[src/rtl/reg_access_ctrl_if.sv]
// Command, response and register-file signals of the register access controller.
// The master modport is the controller; the slave modport is decode, consumer and register file.
interface reg_access_ctrl_if #(
  parameter int DW = 16,
  parameter int AW = 3
) ();
  logic          cmd_valid;
  logic          cmd_ready;
  logic [2:0]    cmd_op;
  logic [AW-1:0] cmd_rd;
  logic [AW-1:0] cmd_ra;
  logic [AW-1:0] cmd_rb;
  logic [DW-1:0] cmd_imm;
  logic          rsp_valid;
  logic          rsp_ready;
  logic [DW-1:0] rsp_data;
  logic          rsp_zero;
  logic          rsp_carry;
  logic [DW-1:0] rf_din;
  logic [AW-1:0] rf_wr_addr;
  logic          rf_wr_E;
  logic [AW-1:0] rf_rd_addr_a;
  logic [AW-1:0] rf_rd_addr_b;
  logic [DW-1:0] rf_out_a;
  logic [DW-1:0] rf_out_b;

  // Both handshakes: a transfer happens on a rising edge where valid and ready are both high;
  // the sender holds its payload stable from valid rising until that edge.
  modport master (
    input  cmd_valid, cmd_op, cmd_rd, cmd_ra, cmd_rb, cmd_imm, rsp_ready, rf_out_a, rf_out_b,
    output cmd_ready, rsp_valid, rsp_data, rsp_zero, rsp_carry,
    output rf_din, rf_wr_addr, rf_wr_E, rf_rd_addr_a, rf_rd_addr_b
  );

  modport slave (
    output cmd_valid, cmd_op, cmd_rd, cmd_ra, cmd_rb, cmd_imm, rsp_ready, rf_out_a, rf_out_b,
    input  cmd_ready, rsp_valid, rsp_data, rsp_zero, rsp_carry,
    input  rf_din, rf_wr_addr, rf_wr_E, rf_rd_addr_a, rf_rd_addr_b
  );
endinterface

[src/rtl/reg_access_ctrl.sv]
// Register access controller: one command at a time, read two operands, ALU op, write back, respond.
// Optional R0_HARDWIRED_EN makes register 0 read as zero and ignore writes.
module reg_access_ctrl #(
  parameter int DW = 16,
  parameter int AW = 3
) (
  input  logic              CLK,
  input  logic              CLR,
  reg_access_ctrl_if.master bus,
  output logic [2:0]        o_dbg_state
);
  typedef enum logic [2:0] {
    S_IDLE = 3'd0,
    S_READ = 3'd1,
    S_EXEC = 3'd2,
    S_WB   = 3'd3,
    S_RESP = 3'd4
  } state_t;

  state_t        r_state, w_next;
  logic [2:0]    r_op;
  logic [AW-1:0] r_rd;
  logic [DW-1:0] r_imm, r_opa, r_opb, r_result;
  logic          r_carry;
  logic          r_cmd_ready, r_rsp_valid, r_rsp_zero, r_rsp_carry, r_rf_wr_e;
  logic [DW-1:0] r_rsp_data, r_rf_din;
  logic [AW-1:0] r_rf_wr_addr, r_rd_addr_a, r_rd_addr_b;

  logic          w_accept;
  logic [DW-1:0] w_opa, w_opb, w_result;
  logic [DW:0]   w_sum, w_diff;
  logic          w_carry, w_we;

  assign w_accept = (r_state == S_IDLE) && bus.cmd_valid && r_cmd_ready;

`ifdef R0_HARDWIRED_EN
  assign w_opa = (r_rd_addr_a == '0) ? '0 : bus.rf_out_a;
  assign w_opb = (r_rd_addr_b == '0) ? '0 : bus.rf_out_b;
`else
  assign w_opa = bus.rf_out_a;
  assign w_opb = bus.rf_out_b;
`endif

  always_ff @(posedge CLK) begin
    if (CLR) r_state <= S_IDLE;
    else     r_state <= w_next;
  end

  always_comb begin
    w_next = r_state;
    case (r_state)
      S_IDLE:  if (w_accept) w_next = S_READ;
      S_READ:  w_next = S_EXEC;
      S_EXEC:  w_next = S_WB;
      S_WB:    w_next = S_RESP;
      S_RESP:  if (bus.rsp_ready) w_next = S_IDLE;
      default: w_next = S_IDLE;
    endcase
  end

  // Widened by one bit so the top bit is ADD carry-out / SUB borrow (a < b unsigned).
  assign w_sum  = {1'b0, r_opa} + {1'b0, r_opb};
  assign w_diff = {1'b0, r_opa} - {1'b0, r_opb};

  always_comb begin
    w_result = '0;
    w_carry  = 1'b0;
    case (r_op)
      3'b001:  w_result = r_imm;
      3'b010:  w_result = r_opa;
      3'b011:  begin w_result = w_sum[DW-1:0];  w_carry = w_sum[DW];  end
      3'b100:  begin w_result = w_diff[DW-1:0]; w_carry = w_diff[DW]; end
      3'b101:  w_result = r_opa & r_opb;
      3'b110:  w_result = r_opa | r_opb;
      3'b111:  w_result = r_opa;
      default: w_result = '0;
    endcase
  end

`ifdef R0_HARDWIRED_EN
  assign w_we = (r_op != 3'b000) && (r_op != 3'b111) && (r_rd != '0);
`else
  assign w_we = (r_op != 3'b000) && (r_op != 3'b111);
`endif

  always_ff @(posedge CLK) begin
    if (CLR) begin
      r_op         <= '0;
      r_rd         <= '0;
      r_imm        <= '0;
      r_opa        <= '0;
      r_opb        <= '0;
      r_result     <= '0;
      r_carry      <= 1'b0;
      r_cmd_ready  <= 1'b1;
      r_rsp_valid  <= 1'b0;
      r_rsp_data   <= '0;
      r_rsp_zero   <= 1'b0;
      r_rsp_carry  <= 1'b0;
      r_rf_din     <= '0;
      r_rf_wr_addr <= '0;
      r_rf_wr_e    <= 1'b0;
      r_rd_addr_a  <= '0;
      r_rd_addr_b  <= '0;
    end else begin
      case (r_state)
        S_IDLE: if (w_accept) begin
          r_op        <= bus.cmd_op;
          r_rd        <= bus.cmd_rd;
          r_imm       <= bus.cmd_imm;
          r_rd_addr_a <= bus.cmd_ra;
          r_rd_addr_b <= bus.cmd_rb;
          r_cmd_ready <= 1'b0;
        end
        S_READ: begin
          r_opa <= w_opa;
          r_opb <= w_opb;
        end
        S_EXEC: begin
          r_result     <= w_result;
          r_carry      <= w_carry;
          r_rf_din     <= w_result;
          r_rf_wr_addr <= r_rd;
          r_rf_wr_e    <= w_we;
        end
        S_WB: begin
          r_rf_wr_e   <= 1'b0;
          r_rsp_valid <= 1'b1;
          r_rsp_data  <= r_result;
          r_rsp_zero  <= (r_result == '0);
          r_rsp_carry <= r_carry;
        end
        S_RESP: if (bus.rsp_ready) begin
          r_rsp_valid <= 1'b0;
          r_cmd_ready <= 1'b1;
        end
        default: ;
      endcase
    end
  end

  assign bus.cmd_ready    = r_cmd_ready;
  assign bus.rsp_valid    = r_rsp_valid;
  assign bus.rsp_data     = r_rsp_data;
  assign bus.rsp_zero     = r_rsp_zero;
  assign bus.rsp_carry    = r_rsp_carry;
  assign bus.rf_din       = r_rf_din;
  assign bus.rf_wr_addr   = r_rf_wr_addr;
  assign bus.rf_wr_E      = r_rf_wr_e;
  assign bus.rf_rd_addr_a = r_rd_addr_a;
  assign bus.rf_rd_addr_b = r_rd_addr_b;
  assign o_dbg_state      = r_state;
endmodule

[src/flat_wrapper.sv]
// flat-port wrapper written by rule: the top's interface ports become plain ports
module reg_access_ctrl_flat 
#(
  parameter int DW = 16,
  parameter int AW = 3
)
  (CLK, CLR, o_dbg_state, bus_cmd_valid, bus_cmd_op, bus_cmd_rd, bus_cmd_ra, bus_cmd_rb, bus_cmd_imm, bus_rsp_ready, bus_rf_out_a, bus_rf_out_b, bus_cmd_ready, bus_rsp_valid, bus_rsp_data, bus_rsp_zero, bus_rsp_carry, bus_rf_din, bus_rf_wr_addr, bus_rf_wr_E, bus_rf_rd_addr_a, bus_rf_rd_addr_b);
  reg_access_ctrl_if #(.DW(DW), .AW(AW)) bus_i ();
  input  logic CLK;
  input  logic CLR;
  output logic [2:0] o_dbg_state;
  input wire logic [$bits(bus_i.cmd_valid)-1:0] bus_cmd_valid;
  input wire logic [$bits(bus_i.cmd_op)-1:0] bus_cmd_op;
  input wire logic [$bits(bus_i.cmd_rd)-1:0] bus_cmd_rd;
  input wire logic [$bits(bus_i.cmd_ra)-1:0] bus_cmd_ra;
  input wire logic [$bits(bus_i.cmd_rb)-1:0] bus_cmd_rb;
  input wire logic [$bits(bus_i.cmd_imm)-1:0] bus_cmd_imm;
  input wire logic [$bits(bus_i.rsp_ready)-1:0] bus_rsp_ready;
  input wire logic [$bits(bus_i.rf_out_a)-1:0] bus_rf_out_a;
  input wire logic [$bits(bus_i.rf_out_b)-1:0] bus_rf_out_b;
  output wire logic [$bits(bus_i.cmd_ready)-1:0] bus_cmd_ready;
  output wire logic [$bits(bus_i.rsp_valid)-1:0] bus_rsp_valid;
  output wire logic [$bits(bus_i.rsp_data)-1:0] bus_rsp_data;
  output wire logic [$bits(bus_i.rsp_zero)-1:0] bus_rsp_zero;
  output wire logic [$bits(bus_i.rsp_carry)-1:0] bus_rsp_carry;
  output wire logic [$bits(bus_i.rf_din)-1:0] bus_rf_din;
  output wire logic [$bits(bus_i.rf_wr_addr)-1:0] bus_rf_wr_addr;
  output wire logic [$bits(bus_i.rf_wr_E)-1:0] bus_rf_wr_E;
  output wire logic [$bits(bus_i.rf_rd_addr_a)-1:0] bus_rf_rd_addr_a;
  output wire logic [$bits(bus_i.rf_rd_addr_b)-1:0] bus_rf_rd_addr_b;
  assign bus_i.cmd_valid = bus_cmd_valid;
  assign bus_i.cmd_op = bus_cmd_op;
  assign bus_i.cmd_rd = bus_cmd_rd;
  assign bus_i.cmd_ra = bus_cmd_ra;
  assign bus_i.cmd_rb = bus_cmd_rb;
  assign bus_i.cmd_imm = bus_cmd_imm;
  assign bus_i.rsp_ready = bus_rsp_ready;
  assign bus_i.rf_out_a = bus_rf_out_a;
  assign bus_i.rf_out_b = bus_rf_out_b;
  assign bus_cmd_ready = bus_i.cmd_ready;
  assign bus_rsp_valid = bus_i.rsp_valid;
  assign bus_rsp_data = bus_i.rsp_data;
  assign bus_rsp_zero = bus_i.rsp_zero;
  assign bus_rsp_carry = bus_i.rsp_carry;
  assign bus_rf_din = bus_i.rf_din;
  assign bus_rf_wr_addr = bus_i.rf_wr_addr;
  assign bus_rf_wr_E = bus_i.rf_wr_E;
  assign bus_rf_rd_addr_a = bus_i.rf_rd_addr_a;
  assign bus_rf_rd_addr_b = bus_i.rf_rd_addr_b;
  reg_access_ctrl #(.DW(DW), .AW(AW)) u_core (.CLK(CLK), .CLR(CLR), .bus(bus_i), .o_dbg_state(o_dbg_state));
endmodule
[config.mk]
export PLATFORM = sky130hd
export DESIGN_NAME = reg_access_ctrl_flat
export DESIGN_NICKNAME = d
export VERILOG_FILES = /design/src/rtl/reg_access_ctrl_if.sv /design/src/rtl/reg_access_ctrl.sv /design/src/flat_wrapper.sv
export SDC_FILE = /design/constraint.sdc
export NUM_CORES = 1
export LEC_CHECK = 0
export ABC_AREA = 1
export BUFFER_PORTS_ARGS = -buffer_cell sky130_fd_sc_hd__buf_2
export CORE_MARGIN = 2
export CORE_UTILIZATION = 63
export CTS_BUF_LIST = sky130_fd_sc_hd__clkbuf_4
export DETAILED_ROUTE_END_ITERATION = 8
export PLACE_DENSITY = 0.92
export SYNTH_ARGS = -nofsm -noshare
export SYNTH_HDL_FRONTEND = slang
export SYNTH_SLANG_ARGS = --single-unit
[constraint.sdc]
create_clock -name CLK -period 5.6 [get_ports CLK]
set_input_delay 1.12 -clock CLK [delete_from_list [all_inputs] [get_ports CLK]]
set_output_delay 1.12 -clock CLK [all_outputs]
set_load 0.02 [all_outputs]
==> out/qor.csv <==
stage,metric,value,unit
critical_path,reg2regPathDepth,7,
cts,path_clk_slew,0.16,ns
cts,worstSkewPairLatency,0.52,ns
synthesis,syn-cell-area,6390,um2
global_route,grt-ovfl-total,0,
critical_path,required,6.05,ns
pwr,irDropWorstVdd,0.350,mV
sta,fin_skew,0.0264,ns
critical_path,crit_chain,inv_2 > nand2_1 > nor2_1 > inv_1 > nor2_1 > nand4_1 > a21oi_1,
cts,cts-hold-fix-buffers,0,
critical_path,cp_num_buf_inv,2,
critical_path,worst_r2r_endpoint,u_core.bus.rsp_zero$_SDFFE_PP0P_,
sta,hold_ws,0.477,ns
detailed_routing,ant_nets,0,
floorplanning,pin_count,113,
critical_path,crit_path_max_incr_delay,0.92,ns
place,io_buffers,112,
floorplanning,num_rows,36,
finish,diodes,0,
sta,rsz0062_at_grt,no,
critical_path,crit_arrival,3.05,ns
detailed_routing,firstDrtPassIters,5,
sta,timing_worst_slew_pin_value,1.21,ns
status,outcome,"complete, no violations",
detailed_routing,drc,0,
floorplanning,dieArea,11000,um2
sta,drv_slew,0,
critical_path,crit_path_end_kind,register,
finish,drive_above_1_share,0.140,
detailed_routing,first_iter_violations,546,
finish,fill_cells,863,
sta,max_freq,0.384,GHz
place,dp_cells,1167,
detailed_routing,totalWireLength,17100,um
floorplanning,coreArea,9820,um2
synthesis,syn-instance-count,963,
synthesis,yosysWarnings,0,
synthesis,synth-edff-count,0,
min_path,hold_path_end,u_core.r_rd[1]$_SDFFE_PP0P_,
floorplanning,initial_core_util,0.651,
finish,area_delta_synth_final,10.6,%
min_path,worstHoldStart,u_core.r_rd[1]$_SDFFE_PP0P_,
detailed_routing,vias,6493,
cts,cts_setup_buffers,0,
floorplanning,die_w,105,um
synthesis,ys.flop_type,dfxtp_1,
sta,fin_ws,2.99,ns
cts,htreeDepth,3,
pwr,powerDensity,510,nW/um2
flow_run,maxCapViolations,0,
sta,fin_crit_sh,0.466,
critical_path,rrSetupSlack,2.99,ns
synthesis,yosys-top-cells-count,"nand2_1, inv_1, a21oi_1",
cts,ctsResizeCount,0,
global_route,grt_max_degree,72,
finish,nNetsFinal,1163,
place,place.gp.congestion,0.969,
cts,cts.sinks,104,
sta,hold_viol,0,
critical_path,crit_family,simple AND/OR/NAND/NOR gates,
finish,final_cells,1183,
floorplanning,die_h,105,um
sta,setup_viol,0,
cts,clk_path_buf_depth,2,
critical_path,slowest_stage,nor2_1,
synthesis,syn_nets,1081,
place,place_area,6940,um2
synthesis,synth.avg_cell_area,6.64,um2
cts,cts_tree,yes,
synthesis,yosysSeqAreaShare,0.326,
detailed_routing,wl_per_cell,14.4,um
synthesis,synth_top_area_frac,0.326,
detailed_routing,routed_via_density,5.49,
critical_path,worst_path_most_repeated_cell,nor2_1,
critical_path,rr_startpoint,u_core.o_dbg_state[2]$_SDFFE_PP0P_,
min_path,hold_class,reg2reg,
synthesis,synth_seq_cells,104,
pwr,power_leakage,3.48,nW
sta,tns,0,ns
synthesis,synth_top_cell_by_area,dfxtp_1,
global_route,track_usage,0.312,
min_path,hold_path_depth,2,
cts,cts_buffers,9,
finish,fin_area,7070,um2
cts,clockRootBuffer,clkbuf_4,
critical_path,cp-start-kind,register,
critical_path,critPathKind,reg2reg,
synthesis,synth_area_leaders,"dfxtp_1, nand2_1, ha_1, a21oi_1, inv_1",
critical_path,crit_fanout,23,
global_route,grt_pass1_vias,5823,
place,post-place-ws,3.08,ns
place,hpwl,12600,um
global_route,grt_pass1_wl,27700,um
sta,fin_crit,2.61,ns
synthesis,yosysMostFrequentCell,nand2_1,
synthesis,synth.distinct_cells,37,
global_route,antenna_found_initial,0,
sta,relSlewSlack,0.187,
synthesis,async_reset_ff_frac,0,
[worst max path at each step]
stage,startpoint,cells after the start,to
global placement,CLR,5,u_core.r_opa[9]$_SDFFE_PP0P_
CTS,u_core.o_dbg_state[2]$_SDFFE_PP0P_,7,u_core.bus.rsp_zero$_SDFFE_PP0P_
global route,u_core.o_dbg_state[2]$_SDFFE_PP0P_,7,u_core.bus.rsp_zero$_SDFFE_PP0P_
floorplan,bus_cmd_valid,5,u_core.r_imm[0]$_SDFFE_PP0P_
detailed placement,u_core.o_dbg_state[2]$_SDFFE_PP0P_,7,u_core.bus.rsp_zero$_SDFFE_PP0P_
finish,u_core.o_dbg_state[2]$_SDFFE_PP0P_,7,u_core.bus.rsp_zero$_SDFFE_PP0P_
[cells in the final DEF (no fill, tap or decap), drive strengths merged, types with 6 or more instances in the layout]
cell type	instances
a211oi	8
o22ai	11
nor2	71
buf	114
dfxtp	104
ha	52
a21boi	6
o21ai	91
nand3	64
nand4	10
a21oi	112
inv	148
clkbuf	9
nand2	220
[power by group]
part	switching, mW	internal, mW	total [mW]
Clock	0.285	0.0996	0.385
Combinational	1.48	0.662	2.14
Sequential	0.144	0.934	1.08
Total	1.91	1.69	3.60
[sequential cells by signal, summed over array words and instances, names as in the netlist]
signal                   count
u_core.o_dbg_state           3
u_core.bus.rsp_valid         1
u_core.bus.rf_wr_addr        3
u_core.bus.cmd_ready         1
u_core.r_imm                16
u_core.r_rd                  3
u_core.bus.rf_rd_addr_b      3
u_core.bus.rf_rd_addr_a      3
u_core.bus.rf_wr_E           1
u_core.bus.rsp_data         16
u_core.bus.rsp_zero          1
u_core.r_opb                16
u_core.r_opa                16
u_core.r_carry               1
u_core.r_op                  3
u_core.bus.rsp_carry         1
u_core.r_result             16
[metrics by stage]
step           power, mW   util
2_1_floorplan       2.68      -
3_3_place_gp        3.14  0.707
3_5_place_dp        3.18  0.707
4_1_cts             3.57  0.720
5_1_grt             3.93  0.720
6_report            3.60  0.720
[per-layer routing]
metal / wire [um] / share of wire / track usage
met3: 1380 / 0.081 / 0.0774
met4: 569 / 0.033 / 0.133
met2: 7680 / 0.45 / 0.492
met5: 0 / 0 / 0
met1: 7430 / 0.44 / 0.405
[logic make-up after synthesis]
family | after synthesis | synth area share
DFF | 104 | 0.326
AOI/OAI and AO/OA | 238 | 0.202
buffers and inverters | 189 | 0.116
adders and majority gates | 54 | 0.108
and+or+nand+nor | 378 | 0.248
[layout make-up]
cell class	count	area [um2]	share of cell area
tap	133	166	0.0235
clock buffer	9	67.6	0.00956
clock inverter	7	62.6	0.00885
multi-input combinational	670	3570	0.505
timing repair buffer	114	576	0.0814
inverter	146	548	0.0775
sequential	104	2080	0.294
[worst register-to-register path: cells and delay by family, from the launching register on]
kind / cells / cell delay, ns
AOI/OAI and AO/OA: 1 / 0.14
buffers and inverters: 2 / 0.64
DFF: 1 / 0.37
and+or+nand+nor: 4 / 1.40
Power figures use the tool's default switching activity.
